**src/rtl/vend_controller.sv**
```systemverilog
// Multi-product vending sequencer: coin credit, price/stock validated
// selection, dispenser req/done handshake, unit-coin change via req/ack,
// cancel and inactivity-timeout refunds. All outputs are registered.
module vend_controller #(
    parameter int unsigned CREDIT_W   = 4,
    parameter int unsigned MAX_CREDIT = 15,
    parameter int unsigned PRICE0     = 3,
    parameter int unsigned PRICE1     = 4,
    parameter int unsigned PRICE2     = 5,
    parameter int unsigned PRICE3     = 6,
    parameter int unsigned TIMEOUT    = 1000
) (
    input  logic                clk,
    input  logic                rst,
    input  logic                coin_valid,
    input  logic [1:0]          coin_val,
    input  logic                sel_valid,
    input  logic [1:0]          sel,
    input  logic                cancel,
    input  logic [3:0]          stock_empty,
    input  logic                disp_done,
    input  logic                chg_ack,
    output logic                disp_req,
    output logic [1:0]          disp_sel,
    output logic                chg_req,
    output logic [CREDIT_W-1:0] credit,
    output logic                coin_reject,
    output logic                sel_reject,
    output logic                busy
);

    localparam int unsigned TIMER_W = $clog2(TIMEOUT);

    localparam logic [CREDIT_W:0]   MAX_SUM    = (CREDIT_W+1)'(MAX_CREDIT);
    localparam logic [CREDIT_W-1:0] P0         = CREDIT_W'(PRICE0);
    localparam logic [CREDIT_W-1:0] P1         = CREDIT_W'(PRICE1);
    localparam logic [CREDIT_W-1:0] P2         = CREDIT_W'(PRICE2);
    localparam logic [CREDIT_W-1:0] P3         = CREDIT_W'(PRICE3);
    localparam logic [CREDIT_W-1:0] ONE        = CREDIT_W'(1);
    localparam logic [TIMER_W-1:0]  TIMER_LAST = TIMER_W'(TIMEOUT - 1);

    typedef enum logic [1:0] {
        S_IDLE     = 2'd0,
        S_CREDIT   = 2'd1,
        S_DISPENSE = 2'd2,
        S_CHANGE   = 2'd3
    } state_t;

    state_t               state;
    logic [TIMER_W-1:0]   timer;

    logic [CREDIT_W-1:0]  coin_amt;
    logic [CREDIT_W:0]    coin_sum;
    logic                 coin_fits;
    logic [CREDIT_W-1:0]  sel_price;
    logic                 sel_ok;

    // Coin value decode, overflow-free sum, and selection price/stock check
    always_comb begin
        coin_amt = '0;
        case (coin_val)
            2'b01:   coin_amt = CREDIT_W'(1);
            2'b10:   coin_amt = CREDIT_W'(2);
            default: coin_amt = '0;
        endcase
        coin_sum  = {1'b0, credit} + {1'b0, coin_amt};
        coin_fits = (coin_amt != '0) && (coin_sum <= MAX_SUM);

        case (sel)
            2'd0:    sel_price = P0;
            2'd1:    sel_price = P1;
            2'd2:    sel_price = P2;
            default: sel_price = P3;
        endcase
        sel_ok = !stock_empty[sel] && (credit >= sel_price);
    end

    // Sequencer: state, credit, timer and all registered outputs
    always_ff @(posedge clk) begin
        if (rst) begin
            state       <= S_IDLE;
            timer       <= '0;
            credit      <= '0;
            disp_req    <= 1'b0;
            disp_sel    <= 2'd0;
            chg_req     <= 1'b0;
            coin_reject <= 1'b0;
            sel_reject  <= 1'b0;
            busy        <= 1'b0;
        end else begin
            coin_reject <= 1'b0;
            sel_reject  <= 1'b0;

            case (state)
                S_IDLE: begin
                    if (coin_valid) begin
                        if (coin_fits) begin
                            credit <= coin_sum[CREDIT_W-1:0];
                            timer  <= '0;
                            state  <= S_CREDIT;
                        end else begin
                            coin_reject <= 1'b1;
                        end
                    end
                    if (sel_valid) begin
                        sel_reject <= 1'b1;
                    end
                end

                S_CREDIT: begin
                    if (cancel) begin
                        coin_reject <= coin_valid;
                        timer       <= '0;
                        chg_req     <= 1'b1;
                        busy        <= 1'b1;
                        state       <= S_CHANGE;
                    end else if (sel_valid) begin
                        coin_reject <= coin_valid;
                        timer       <= '0;
                        if (sel_ok) begin
                            credit   <= credit - sel_price;
                            disp_sel <= sel;
                            disp_req <= 1'b1;
                            busy     <= 1'b1;
                            state    <= S_DISPENSE;
                        end else begin
                            sel_reject <= 1'b1;
                        end
                    end else if (coin_valid) begin
                        timer <= '0;
                        if (coin_fits) begin
                            credit <= coin_sum[CREDIT_W-1:0];
                        end else begin
                            coin_reject <= 1'b1;
                        end
                    end else if (timer == TIMER_LAST) begin
                        chg_req <= 1'b1;
                        busy    <= 1'b1;
                        state   <= S_CHANGE;
                    end else begin
                        timer <= timer + TIMER_W'(1);
                    end
                end

                S_DISPENSE: begin
                    coin_reject <= coin_valid;
                    sel_reject  <= sel_valid;
                    if (disp_done) begin
                        disp_req <= 1'b0;
                        if (credit != '0) begin
                            chg_req <= 1'b1;
                            state   <= S_CHANGE;
                        end else begin
                            busy  <= 1'b0;
                            state <= S_IDLE;
                        end
                    end
                end

                S_CHANGE: begin
                    coin_reject <= coin_valid;
                    sel_reject  <= sel_valid;
                    if (chg_ack) begin
                        credit <= credit - ONE;
                        // Last unit paid: drop the request on this same edge
                        if (credit == ONE) begin
                            chg_req <= 1'b0;
                            busy    <= 1'b0;
                            state   <= S_IDLE;
                        end
                    end
                end

                default: begin
                    state <= S_IDLE;
                end
            endcase
        end
    end

endmodule

```
**config.mk**
```make
export PLATFORM = sky130hd
export DESIGN_NAME = vend_controller
export DESIGN_NICKNAME = d
export VERILOG_FILES = /design/src/rtl/vend_controller.sv
export SDC_FILE = /design/constraint.sdc
export NUM_CORES = 1
export LEC_CHECK = 0
export ABC_AREA = 0
export ABC_CLOCK_PERIOD_IN_PS = 2900
export CAP_MARGIN = 40
export CORE_UTILIZATION = 40
export CTS_CLUSTER_SIZE = 25
export DETAILED_ROUTE_END_ITERATION = 7
export SLEW_MARGIN = 20
export SYNTH_ARGS = -nofsm -noshare
export SYNTH_HDL_FRONTEND = slang
export SYNTH_SLANG_ARGS = --single-unit
```
**constraint.sdc**
```tcl
create_clock -name clk -period 2.9 [get_ports clk]
set_clock_uncertainty 0.2 [all_clocks]
set_input_delay 0.29 -clock clk [delete_from_list [all_inputs] [get_ports clk]]
set_output_delay 0.29 -clock clk [all_outputs]
set_load 0.01 [all_outputs]
```
==> results_dict.tcl <==
set metrics [dict create \
    outcome "completed" \
    rr_startpoint "credit[0]" \
    dp_hpwl_mm 3.28 \
    synth_cells 204 \
    leakagePower_nw 0.851 \
    drv_cap 0 \
    routedWlPerCell_um 15.1 \
    path_class "in2reg" \
    critPathTopFamily "compound AO/OA/AOI/OAI gates" \
    critPathCapture "busy" \
    stdcell_area_um2 2140 \
    h-tree-depth 1 \
    port_buffers 25 \
    dpl_cell_area_um2 2080 \
    slowest_delay_ns 0.44 \
    path_max_fanout 3 \
    drtIter0Drc 64 \
    crit_chain "clkdlybuf4s50_1 > buf_4 > ha_1 > nor2_1 > ha_1 > fa_2 > a21bo_1 > a211oi_4 > nor2_2 > a21oi_1 > a221oi_1" \
    cts_made_buffers 3 \
    r2r_slack_ns 0.37 \
    worst_ep_arrival_time_ns 2.62 \
    synth_commonest_cells "dfxtp_1, nand2_1, nor2_1, a21oi_1" \
    powerDensity_nw_per_um2 609 \
    design.core.area_um2 4060 \
    grt_pass1_vias 1535 \
    cts_sinks 23 \
    synth.most_common_cell "dfxtp_1" \
    peakVddDrop_mv 0.268 \
    synth_area_leader_cell "dfxtp_1" \
    synth-main-ff-cell "dfxtp_1" \
    crit_top_cell "ha_1" \
    r2r-end "credit[1]" \
    syn_area_per_cell_um2 8.42 \
    final-setup-viol-count 0 \
    place.gp.congestion 0.928 \
    vias_per_cell 5.64 \
    ys_ff_latch 23 \
    reg2reg_depth 8 \
    antenna_found_initial 0 \
    grt_use_met2 0.307 \
    die_h_um 67.5 \
    synth_area_um2 1720 \
    crit_path_start_kind "input port" \
    clkTransAtPathRegs_ns 0.08 \
    ys_types 59 \
    required_ns 2.82 \
    fin_setup_tns_ns 0 \
    worst_pin_slew_ns 0.666 \
    rsz0062_at_grt "no" \
    die_w_um 67.5 \
    cp.depth 11 \
    crit_start "sel[0]" \
    io_pins 26 \
    hold_violations 0 \
    syn_to_final_growth_pct 24.3 \
    maxSlewHeadroom 0.556 \
    clockBufferDepth 2 \
    synth_top_area_frac 0.268 \
    grt_start_max_net_pins 19 \
    period_share 0.932 \
    async_flop_share 0 \
    dieArea_um2 4560 \
    globalRouteOverflowTotal 0 \
    dp_slack_ns -0.217 \
    grt_use_met3 0.0473 \
    hp-class "reg2reg" \
    busiest_layer "met1" \
    synth_nets 234 \
    clock-root-buffer "clkbuf_8" \
    ys_warn_count 0 \
    nets 265 \
    synth_edf_count 0 \
    worst_slack_ns 0.198 \
    drtAntennaViolNets 0 \
    clkLatencyLatePin_ns 0.28 \
    track_usage 0.215 \
    grt_pass1_wl_mm 7.33 \
    postCtsSetupBuffers 0 \
    drt_pass1_iterations 4 \
    drv_slew 0 \
    via_count 1602 \
    drt-total-wl_mm 4.29 \
    drc 0 \
    initial_core_util 0.423 \
    tritoncts "built" \
    fmaxAchievable_ghz 0.370 \
    synth_area_leaders "dfxtp_1, ha_1, a21oi_1, nand2_1, nor2_1" \
    end_kind "flop" \
    grtUsageMet1 0.311 \
    n_antenna_cell 0 \
    seq_area_frac_synth 0.268 \
    period_needed_ns 2.70 \
    worst-path-buf-inv 2 \
    placementRows 23 \
    crit_path_top_delay_cell "clkdlybuf4s50_1" \
    hold_ws_ns 0.307 \
    drive_gt1_frac 0.0983 \
]
-- metal layers --
metal | part of all wire | wire, µm
met1 | 0.49 | 2100
met2 | 0.44 | 1870
met3 | 0.057 | 246
met4 | 0.017 | 72
met5 | 0 | 0
-- tightest hold or removal path: cells and delay by family (launching register included) --
kind / cells / cell delay (ns)
xor gates and xnor gates: 1 / 0.07
DFF: 1 / 0.34
and+or+nand+nor: 1 / 0.07
-- layout make-up --
class	instances	area (µm²)
multi-input combinational	158	1180
inverter	14	52.6
sequential	23	460
clock buffer	3	41.3
fill	368	1920
timing repair buffer	35	338
tap	50	62.6
clock inverter	1	5.00
-- flip-flops by register name, indices dropped and copies added, names as in the netlist --
name         count
timer           10
credit           4
disp_sel         2
state            2
busy             1
chg_req          1
coin_reject      1
disp_req         1
sel_reject       1
-- cells by family (layout without fill, tap and decap cells) --
family | Yosys count | after routing | synth area share
fa+ha+maj | 15 | 15 | 0.118
simple gates | 71 | 71 | 0.218
compound gates | 56 | 56 | 0.251
buf+inv | 23 | 53 | 0.0539
mux | 4 | 4 | 0.0306
flops | 23 | 23 | 0.268
xor+xnor | 12 | 12 | 0.0612
-- per-stage QoR --
stage / util / total power [mW] / instances
5_1_grt: 0.526 / 1.40 / 284
4_1_cts: 0.524 / 1.29 / 284
3_5_place_dp: 0.512 / 1.08 / 280
3_3_place_gp: 0.512 / 1.07 / 280
2_1_floorplan: - / 0.863 / 204
6_report: 0.526 / 1.30 / 284
-- where the power goes --
group | internal (mW) | total (mW) | switching, mW
clock | 0.0965 | 0.213 | 0.116
sequential | 0.354 | 0.426 | 0.0720
combinational | 0.320 | 0.663 | 0.343
-- repair_timing --
item                                   CTS  global route
hold buffers                             0             0
gates resized for setup                  0             3
endpoints found under the hold margin    0             0
setup endpoints to repair                0            10
-- cells in the final DEF, fill, tap and decap left out, types with 3 or more instances in the layout --
cell type	count
a21o_1	5
a21oi_1	15
a311oi_1	3
buf_4	9
clkbuf_8	3
clkdlybuf4s50_1	25
dfxtp_1	23
ha_1	13
inv_1	13
mux2i_1	3
nand2_1	20
nand3_1	8
nor2_1	19
nor3_1	3
o21ai_0	4
o21ai_1	3
xnor2_1	6
xor2_1	6
-- worst min-delay path by stage --
stage | startpoint | endpoint | slack (ns) | depth (start not counted)
floorplan | disp_done | disp_req | 0.18 | 1
global placement | disp_sel[1] | disp_sel[1] | 0.28 | 2
detailed placement | timer[1] | timer[1] | 0.28 | 2
CTS | timer[1] | timer[1] | 0.30 | 2
global route | timer[9] | timer[9] | 0.33 | 2
finish | timer[9] | timer[9] | 0.31 | 2
Note: power is estimated with default switching activity, not from simulation.
